$ cat src/rtl/imem_loader.sv
// Byte-stream program loader: parses A5-framed images from a host byte source,
// writes 32-bit words into instruction memory and holds the CPU in reset meanwhile.
module imem_loader #(
    parameter int ADDR_W  = 8,     // word-address width, 1..16
    parameter int TIMEOUT = 1000   // idle mid-frame cycles before abort, >= 2
) (
    input  logic              CLK,
    input  logic              reset,
    input  logic              in_valid,
    input  logic [7:0]        in_data,
    output logic              in_ready,
    output logic              im_we,
    output logic [ADDR_W-1:0] im_addr,
    output logic [31:0]       im_wdata,
    output logic              cpu_hold,
    output logic              load_done,
    output logic              load_err,
    output logic [15:0]       words_written
);

    localparam int TMO_W = $clog2(TIMEOUT + 1);

    typedef enum logic [2:0] {
        S_IDLE, S_ADDR, S_CNT, S_DATA, S_WRITE, S_CSUM, S_DONE, S_ERR
    } state_t;

    state_t             state_reg;
    logic [1:0]         byte_idx_reg;
    logic [ADDR_W-1:0]  addr_reg;
    logic [15:0]        remain_reg;
    logic [31:0]        word_reg;
    logic [7:0]         csum_reg;
    logic [TMO_W-1:0]   tmo_reg;

    logic        accept;
    logic        mid_frame;
    logic        tmo_expire;
    logic [7:0]  csum_next;
    logic [15:0] count_next;
    logic [31:0] word_next;

    assign in_ready   = (state_reg != S_WRITE);
    assign accept     = in_valid && in_ready;
    assign mid_frame  = (state_reg == S_ADDR) || (state_reg == S_CNT) ||
                        (state_reg == S_DATA) || (state_reg == S_CSUM);
    assign tmo_expire = mid_frame && !accept && (tmo_reg == TMO_W'(TIMEOUT - 1));
    assign csum_next  = csum_reg ^ in_data;
    assign count_next = {remain_reg[7:0], in_data};
    assign word_next  = {word_reg[23:0], in_data};

    always_ff @(posedge CLK or negedge reset) begin
        if (!reset) begin
            state_reg     <= S_IDLE;
            byte_idx_reg  <= '0;
            addr_reg      <= '0;
            remain_reg    <= '0;
            word_reg      <= '0;
            csum_reg      <= '0;
            tmo_reg       <= '0;
            im_we         <= 1'b0;
            im_addr       <= '0;
            im_wdata      <= '0;
            cpu_hold      <= 1'b0;
            load_done     <= 1'b0;
            load_err      <= 1'b0;
            words_written <= '0;
        end else begin
            im_we <= 1'b0;
            if (mid_frame) begin
                tmo_reg <= accept ? '0 : tmo_reg + 1'b1;
            end

            if (tmo_expire) begin
                // Abort: words already written stay in memory.
                state_reg <= S_ERR;
                load_err  <= 1'b1;
                cpu_hold  <= 1'b0;
                tmo_reg   <= '0;
            end else begin
                case (state_reg)
                    S_IDLE, S_DONE, S_ERR: begin
                        if (accept && in_data == 8'hA5) begin
                            state_reg     <= S_ADDR;
                            cpu_hold      <= 1'b1;
                            load_done     <= 1'b0;
                            load_err      <= 1'b0;
                            words_written <= '0;
                            csum_reg      <= '0;
                            byte_idx_reg  <= '0;
                            addr_reg      <= '0;
                            tmo_reg       <= '0;
                        end
                    end
                    S_ADDR: begin
                        if (accept) begin
                            csum_reg     <= csum_next;
                            // Shifting through a truncating register keeps the low ADDR_W bits.
                            addr_reg     <= ADDR_W'({addr_reg, in_data});
                            byte_idx_reg <= byte_idx_reg + 1'b1;
                            if (byte_idx_reg == 2'd1) begin
                                byte_idx_reg <= '0;
                                state_reg    <= S_CNT;
                            end
                        end
                    end
                    S_CNT: begin
                        if (accept) begin
                            csum_reg     <= csum_next;
                            remain_reg   <= count_next;
                            byte_idx_reg <= byte_idx_reg + 1'b1;
                            if (byte_idx_reg == 2'd1) begin
                                byte_idx_reg <= '0;
                                state_reg    <= (count_next == 16'd0) ? S_CSUM : S_DATA;
                            end
                        end
                    end
                    S_DATA: begin
                        if (accept) begin
                            csum_reg     <= csum_next;
                            word_reg     <= word_next;
                            byte_idx_reg <= byte_idx_reg + 1'b1;
                            if (byte_idx_reg == 2'd3) begin
                                state_reg <= S_WRITE;
                                im_we     <= 1'b1;
                                im_addr   <= addr_reg;
                                im_wdata  <= word_next;
                            end
                        end
                    end
                    S_WRITE: begin
                        addr_reg   <= addr_reg + 1'b1;
                        remain_reg <= remain_reg - 16'd1;
                        if (words_written != 16'hFFFF) begin
                            words_written <= words_written + 16'd1;
                        end
                        state_reg <= (remain_reg != 16'd1) ? S_DATA : S_CSUM;
                    end
                    S_CSUM: begin
                        if (accept) begin
                            cpu_hold <= 1'b0;
                            if (in_data == csum_reg) begin
                                state_reg <= S_DONE;
                                load_done <= 1'b1;
                            end else begin
                                state_reg <= S_ERR;
                                load_err  <= 1'b1;
                            end
                        end
                    end
                    default: state_reg <= S_IDLE;
                endcase
            end
        end
    end

endmodule

$ cat config.mk
export PLATFORM = sky130hd
export DESIGN_NAME = imem_loader
export DESIGN_NICKNAME = d
export VERILOG_FILES = /design/src/rtl/imem_loader.sv
export SDC_FILE = /design/constraint.sdc
export NUM_CORES = 1
export LEC_CHECK = 0
export BUFFER_PORTS_ARGS = -buffer_cell sky130_fd_sc_hd__buf_2
export CAP_MARGIN = 20
export CORE_ASPECT_RATIO = 1.5
export CORE_MARGIN = 2
export CORE_UTILIZATION = 29
export CTS_CLUSTER_SIZE = 24
export DETAILED_ROUTE_END_ITERATION = 12
export PLACE_DENSITY = 0.57
export RECOVER_POWER = 25
export SETUP_SLACK_MARGIN = 0.4
export SYNTH_ARGS = -nofsm -noshare
export SYNTH_HDL_FRONTEND = slang
export SYNTH_SLANG_ARGS = --single-unit
$ cat constraint.sdc
create_clock -name CLK -period 6.9 [get_ports CLK]
set_clock_uncertainty 0.2 [all_clocks]
set_input_delay 0.69 -clock CLK [delete_from_list [all_inputs] [get_ports CLK]]
set_output_delay 0.69 -clock CLK [all_outputs]
set_load 0.03 [all_outputs]
# Word-level counts from Yosys, hierarchy flattened

Index checks and enable logic that the tools add are counted.

Register bits after elaboration: 131
Input bits: 11
Output and inout port bits: 61
Word-level logic and storage cells: 134

Add/sub/neg operators: 5
Equality and inequality tests: 33
Mux-type cells: 49
Bitwise gates (word level): 2
Reduce and logical (&&, ||, !) cells: 31

Operators by type and width:

| operator                | count |
|---|---|
| $pmux W16 S2            | 2 |
| $mux W10                | 5 |
| $mux W16                | 3 |
| $mux W3                 | 11 |
| $mux W8                 | 3 |
| $pmux W8 S3             | 1 |
| $ne A3 B3 Y1 const B    | 7 |
| $reduce_and A4 Y1       | 5 |
| $pmux W3 S6             | 1 |
| $add A16 B1 Y16 const B | 1 |
| $logic_not A16 Y1       | 1 |
| $ne A16 B1 Y1 const B   | 1 |
| $ne A16 B16 Y1 const B  | 1 |
| $pmux W8 S2             | 1 |
| $sub A16 B1 Y16 const B | 1 |
| $mux W1                 | 14 |
| $eq A3 B3 Y1 const B    | 4 |
| $ne A2 B2 Y1 const B    | 6 |
| $add A10 B1 Y10 const B | 1 |
| $eq A10 B10 Y1 const B  | 1 |
| $reduce_and A5 Y1       | 2 |
| $ne A3 B2 Y1 const B    | 3 |
| $reduce_and A3 Y1       | 3 |
| $reduce_bool A3 Y1      | 3 |
| 22 further kinds        | 39 |

# Logic depth before layout (Yosys ltp)

Gate-level depths: netlist (run 1).

Depth in word-level cells: 8
Mapped depth: 9
Gate-level depth less buffers: 8

# Worst setup path before layout (run 1)

Ideal clock, no wire load.

Path type: input -> register
From: input in_data[4]
To: register words_written[13]
Setup time: 0.077 ns
Data arrival time: 2.397 ns
Data required time: 6.623 ns
Slack: 4.225 ns
Stages on the path: 7
Path buffers: 1
Path through: buf_4 nor4_4 nand4_2 a21o_1 or3_4 or3_1 a21oi_1

Longest elaborated chain between the ends: 4

RTL lines:

| element                     | line | source |
|---|---|---|
| from (decl)                 | 10   | `input logic [7:0] in_data,` |
| $eq A8 B8 Y1                | 82   | `if (accept && in_data == 8'hA5) begin` |
| $logic_and A1 B1 Y1         | 82   |  |
| $ne A2 B2 Y1 (no line)      | --   |  |
| $reduce_and A4 Y1 (no line) | --   |  |
| to (signal assigned)        | 134  | `words_written <= words_written + 16'd1;` |
| to (decl)                   | 18   | `output logic [15:0] words_written` |

Every way passes these cells.
A chain may end at the register's enable or synchronous reset.

# Final worst setup path (run 1)

From: register state_reg[1]
To: output in_ready

Longest elaborated chain between the ends: 1

RTL lines:

| element                | line | source |
|---|---|---|
| from (decl)            | 27   | `state_t state_reg;` |
| from (signal assigned) | 113  | `state_reg <= (count_next == 16'd0) ? S_CSUM : S_DATA;` |
| from (signal assigned) | 136  | `state_reg <= (remain_reg != 16'd1) ? S_DATA : S_CSUM;` |
| $ne A3 B3 Y1           | 42   | `assign in_ready = (state_reg != S_WRITE);` |
| to (decl)              | 11   | `output logic in_ready,` |

Every way passes these cells.

==> results by group, run 1 <==
Power and ir drop
  – Leakage: 3.55 nW
  – Maximum VDD drop: 0.000186 V
  – Power Total: 0.00333 W
  – Switching share of power: 39.5%
  – Clk network pwr share: 28.6%
  – Switching power total: 0.00131 W
  – Combinational power share: 32.2%
  – Int Power: 0.00201 W
  – Pwr dens: 441 nW/um^2
  – Reg power frac: 39.3%

CTS
  – Clk sink count: 131
  – Clk root buf: clkbuf_16
  – CTS buffer count: 17
  – CTS Hold Bufs: 0
  – CTS HTree Levels: 4
  – Clock transition at path regs: 0.06 ns
  – Setup Buffers After CTS: 0
  – CTS tree: built
  – CTS resizes: 0
  – Clk buf depth: 2
  – Clk_lat worst skew: 0.42 ns

Global routing
  – Largest net degree at the start of global routing: 88
  – Total GRT Usage: 14.2%
  – GR Overflow Total: 0
  – First-pass GRT wire length: 26100 um
  – Number of antenna violations at the first check in global routing: 0
  – Vias in the first global route: 5055

Detailed routing
  – Avg WL per Cell: 15.5 um
  – Vias per cell: 4.94
  – DRT Pass-1 Iters: 5
  – Final wirelength: 16100 um
  – Total number of vias: 5140
  – DR iter-0 viols: 385
  – Post-DRT Antenna Nets: 0
  – DRC Markers: 0

Logic synthesis
  – Mapped Avg Cell Area: 9.08 sq um
  – Synthesis Warnings: 0
  – Syn nets: 722
  – Dominant synthesized flop cell: dfrtp_1
  – Area share of fa/ha/maj cells after synthesis: 1.77%
  – Mapped Cells: 702
  – Number of flops mapped to enable cells by yosys: 0
  – Register area share after synthesis: 51.5%
  – Cell variety after synth: 58
  – Number of synthesized register bits: 131
  – Largest family of logic cells by synthesized area: simple AND/OR/NAND/NOR gates
  – Biggest area consumer among synthesized cells: dfrtp_1
  – Compound-Gate Fraction of Synth Area: 12.2%
  – Post-synthesis mux area share: 5.09%
  – Post-synth top area share: 51.5%
  – Async SR Flop Fraction: 100%
  – Mapped Area: 6370 sq um
  – Synth Area in Simple Gates: 22.5%
  – Synth Area in XOR/XNOR: 3.57%
  – Top post-synthesis cells by area: dfrtp_1 51%, nand2_1 9.6%, mux2_2 4.8%, o21ai_0 4.6%, nor2_1 4.0%

Floorplanning
  – Row count: 66
  – Initial core utilization: 29.4%
  – Die width: 125 um
  – Die ar.: 23200 sq um
  – DIE HEIGHT: 186 um
  – Io pins: 72
  – Core ar.: 21600 sq um

Run status
  – Outcome: finished, final reports clean

Layout
  – Largest register FFs: 32
  – Most frequent cells in the layout: 163 x nand2_1, 131 x dfrtp_1, 70 x buf_2
  – Antenna cell count: 0
  – Commonest non-fill, non-tap cell in the layout: nand2_1
  – Share of cells above drive strength 1: 19.1%
  – Area Overhead vs Synth: 18.6%
  – Layout net count: 775

Setup path
  – Critical setup path kind: register to primary output
  – Max stage delay on crit path: 0.69 ns
  – Startpoint Class: register
  – Worst path slowest cell: inv_1
  – Crit path DAT: 2.50 ns
  – Critical Path Sink Type: primary output
  – Worst-path maximum fanout: 30
  – Worst Path Required: 6.01 ns
  – Worst path cell trace: nand2b_1 > nor2_2 > inv_1 > buf_2
  – Crit path buf inv count: 2
  – Kind of cell adding the most delay to the critical path: buffers and inverters

Timing
  – Unrepaired setup endpoints after global routing: false
  – Final Hold Vio Count: 0
  – Relative slew slack: 33.3%
  – Actual slew at the worst max-slew pin: 0.997 ns
  – Fmax: 295 MHz
  – Fin crit share: 49.1%
  – Clock period minus worst slack: 3.39 ns
  – Final Max Slew Viols: 0
  – Final setup fails: 0
  – TNS Setup: 0 ns

Flow run
  – Max_cap viols: 0

Worst hold path
  – Hold Path Class: input port to async pin

Place
  – Detailed placement HPWL: 10800 um
  – Final GP Congestion: 0.839
  – Port Buffers: 71
-- worst paths after layout --
path / slack (ns) / cells after the start / to / startpoint
worst min register to register: 0.26 / 2 / im_wdata[27] / word_reg[19]
worst max register to register: 4.07 / 6 / byte_idx_reg[0] / state_reg[1]
max in group asynchronous: 5.23 / 2 / csum_reg[7] / reset
worst min-delay path: 0.12 / 1 / im_wdata[4] / reset
worst max-delay path: 3.51 / 4 / in_ready / state_reg[1]
min in group CLK: 0.26 / 2 / im_wdata[27] / word_reg[19]
-- cell usage after synthesis (all sizes together), types with 4 or more instances --
cell    number
o22ai        5
mux2        27
a21oi       35
o21ai       59
inv         11
dfrtp      131
buf         13
xnor2       14
nand2b       7
nand2      163
ha           9
nand4       16
nor4         9
or3          8
xor2        12
nor2        68
a21o         5
nor3        12
and3         5
or2          4
clkbuf      29
nand3       20
-- per-layer routing --
metal	wire, um	global-route usage, %	share of wire, %	vias to the layer above
met5	0	0	0	-
met2	8610	25.6	53	98
met4	267	6.13	1.7	0
met1	6740	16.1	42	2499
met3	516	3.22	3.2	20
li1	-	-	-	2523
-- worst reg2reg max path: cells and delay by family, from the launching register on --
family | cells | cell delay, ns
flops | 1 | 0.66
simple gates | 4 | 1.38
compound gates | 2 | 0.52
-- power groups by stage --
stage / sequential, W / combinational (W) / clock, W
detailed placement: 0.00132 / 0.00108 / 0
global placement: 0.00131 / 0.00106 / 0
global route: 0.00135 / 0.00119 / 0.00101
CTS: 0.00131 / 0.00109 / 0.000975
floorplan: 0.00141 / 0.000664 / 0
finish: 0.00131 / 0.00107 / 0.000951
-- stage by stage --
stage | cell area (sq um) | cells | setup WS (ns) | util [%] | hold WS [ns]
6_report | 7560 | 1040 | 3.51 | 34.9 | 0.116
3_5_place_dp | 6940 | 1008 | 3.92 | 32.1 | 0.249
4_1_cts | 7560 | 1040 | 3.45 | 34.9 | 0.160
3_3_place_gp | 6940 | 1008 | 3.94 | 32.1 | 0.245
2_1_floorplan | 6370 | 702 | 4.23 | - | 0.194
5_1_grt | 7560 | 1040 | 3.24 | 34.9 | 0.180
-- cell families (layout without fill, tap and decap cells) --
group	after synthesis	after routing
compound gates	133	133
mux	29	29
simple gates	321	321
flops	131	131
buf+inv	53	119
fa+ha+maj	9	9
xor+xnor	26	26
-- layout make-up --
class	count	area, sq um
multi-input combinational	518	2880
sequential	131	3280
clock inverter	15	194
timing repair buffer	76	399
inverter	11	41.3
fill	2233	14100
tap	272	340
clock buffer	17	425
Note: power is estimated with default switching activity, not from simulation.
==> inputs of run 2 (changes only) <==
- clock period: 6.9 -> 3.4 ns (I/O delays scaled with it)
==> run 2 against run 1 <==
  * The flow now finishes with violations (max-capacitance violations, max-slew violations)
  * Worst setup slack got worse by 2.7 ns
  * Combinational power increased by 110%
  * Core utilization decreased by 0.13 points
  * Worst hold slack got worse by 0.064 ns
  * Final area decreased by 0.38%
==> results by group, run 2 (synthesized netlist as in run 1, its figures left out) <==
Run status
  – Outcome: finished with violations
  – Failing checks: max-capacitance violations, max-slew violations

CTS
  – Clk buf depth: 2
  – CTS Hold Bufs: 1
  – Clk sink count: 131
  – Clk root buf: clkbuf_16
  – Setup Buffers After CTS: 0
  – CTS tree: built
  – Clk_lat worst skew: 0.42 ns
  – CTS resizes: 0
  – CTS HTree Levels: 4
  – CTS buffer count: 17
  – Clock transition at path regs: 0.06 ns

Layout
  – FF/Latch Area: 3280 sq um
  – Layout net count: 781
  – Largest register FFs: 32
  – Commonest non-fill, non-tap cell in the layout: nand2_1
  – Most frequent cells in the layout: 163 x nand2_1, 131 x dfrtp_1, 67 x nor2_1
  – Final Non-Filler Cells: 1046
  – Fillers: 2262
  – Area Overhead vs Synth: 18.1%
  – Multi-input logic area: 2880 sq um
  – Antenna cell count: 0
  – Share of cells above drive strength 1: 18.7%

Setup path
  – Worst path cell trace: nand2b_1 > or4_1 > or2_2 > nand2_1 > nor3_1 > a21o_1
  – Kind of cell adding the most delay to the critical path: simple AND/OR/NAND/NOR gates
  – Max stage delay on crit path: 0.67 ns
  – Crit path buf inv count: 0
  – Critical setup path kind: register to register
  – Worst-path maximum fanout: 18
  – Crit path DAT: 2.72 ns
  – Startpoint Class: register
  – Worst path slowest cell: dfrtp_1
  – Worst Path Required: 3.51 ns
  – Critical Path Sink Type: register

Place
  – Detailed placement HPWL: 10900 um
  – Placed cells: 1013
  – Final GP Congestion: 0.859
  – Port Buffers: 71

Timing
  – Final Max Slew Viols: 75
  – TNS Setup: 0 ns
  – Relative slew slack: -25.5%
  – Unrepaired setup endpoints after global routing: false
  – Clock period minus worst slack: 2.61 ns
  – Fin crit share: 76.6%
  – Final setup fails: 0
  – Actual slew at the worst max-slew pin: 1.88 ns
  – Fmax: 384 MHz
  – Final Hold Vio Count: 0

Global routing
  – Total GRT Usage: 14.1%
  – Largest net degree at the start of global routing: 76
  – Vias in the first global route: 4975
  – First-pass GRT wire length: 26000 um
  – Number of antenna violations at the first check in global routing: 0
  – GR Overflow Total: 0

Power and ir drop
  – Leakage: 3.51 nW
  – Pwr dens: 868 nW/um^2
  – Maximum VDD drop: 0.000424 V

Detailed routing
  – Final wirelength: 16000 um
  – Avg WL per Cell: 15.3 um
  – DR iter-0 viols: 262
  – DRC Markers: 0
  – Post-DRT Antenna Nets: 0
  – Total number of vias: 5133
  – Vias per cell: 4.91
  – DRT Pass-1 Iters: 4

Worst hold path
  – Hold Path Class: input port to register

Floorplanning
  – Row count: 66
  – DIE HEIGHT: 186 um
  – Initial core utilization: 29.4%
  – Die ar.: 23200 sq um
  – Io pins: 72
  – Core ar.: 21600 sq um
  – Die width: 125 um

Flow run
  – Max_cap viols: 1
==> run 2: per-layer routing <==
metal / share of wire, % / vias to the layer above / GRT usage, %
li1: - / 2518 / -
met1: 42 / 2511 / 16.7
met2: 53 / 84 / 25.3
met3: 2.9 / 20 / 2.24
met4: 2.0 / 0 / 6.27
met5: 0 / - / 0
==> run 2: where the power goes <==
group,internal (W),total (W),switching (W)
sequential,0.00212,0.00264,0.000514
combinational,0.000805,0.00221,0.00140
clock,0.000962,0.00169,0.000733
total,0.00389,0.00654,0.00265
==> run 2: worst reg2reg max path: cells and delay by family (launching register included) <==
kind	cells	cell delay, ns
simple gates	5	1.45
compound gates	1	0.16
flops	1	0.67
==> run 2: cell type report <==
type / instances / share of cell area, %
clock buffers: 19 / 5.88
clock inverters: 13 / 1.35
inverters: 11 / 0.549
multi-input cells: 518 / 38.2
flip-flops and latches: 131 / 43.6
well taps: 272 / 4.52
repair buffers: 82 / 5.92
==> run 2: worst paths after layout <==
| kind | slack [ns] | depth (start not counted) | end | start |
|---|---|---|---|---|
| max in group asynchronous | 1.09 | 3 | load_err | reset |
| hold reg to reg | 0.26 | 2 | im_wdata[29] | word_reg[21] |
| hold / removal | 0.05 | 3 | im_wdata[6] | in_data[6] |
| setup reg to reg | 0.79 | 6 | words_written[0] | state_reg[2] |
| setup / recovery | 0.79 | 6 | words_written[0] | state_reg[2] |
| min in group asynchronous | 0.77 | 2 | im_wdata[4] | reset |
==> run 2: metrics by stage <==
stage | hold WS [ns] | cell area, sq um | total power, W | util (%) | worst slack [ns]
floorplan | -0.156 | 6370 | 0.00420 | - | 0.996
global placement | 0.220 | 6990 | 0.00484 | 32.3 | 0.774
detailed placement | 0.220 | 6990 | 0.00489 | 32.3 | 0.747
CTS | 0.0449 | 7540 | 0.00662 | 34.9 | 0.815
global route | 0.0592 | 7530 | 0.00699 | 34.8 | 0.567
finish | 0.0525 | 7530 | 0.00654 | 34.8 | 0.794
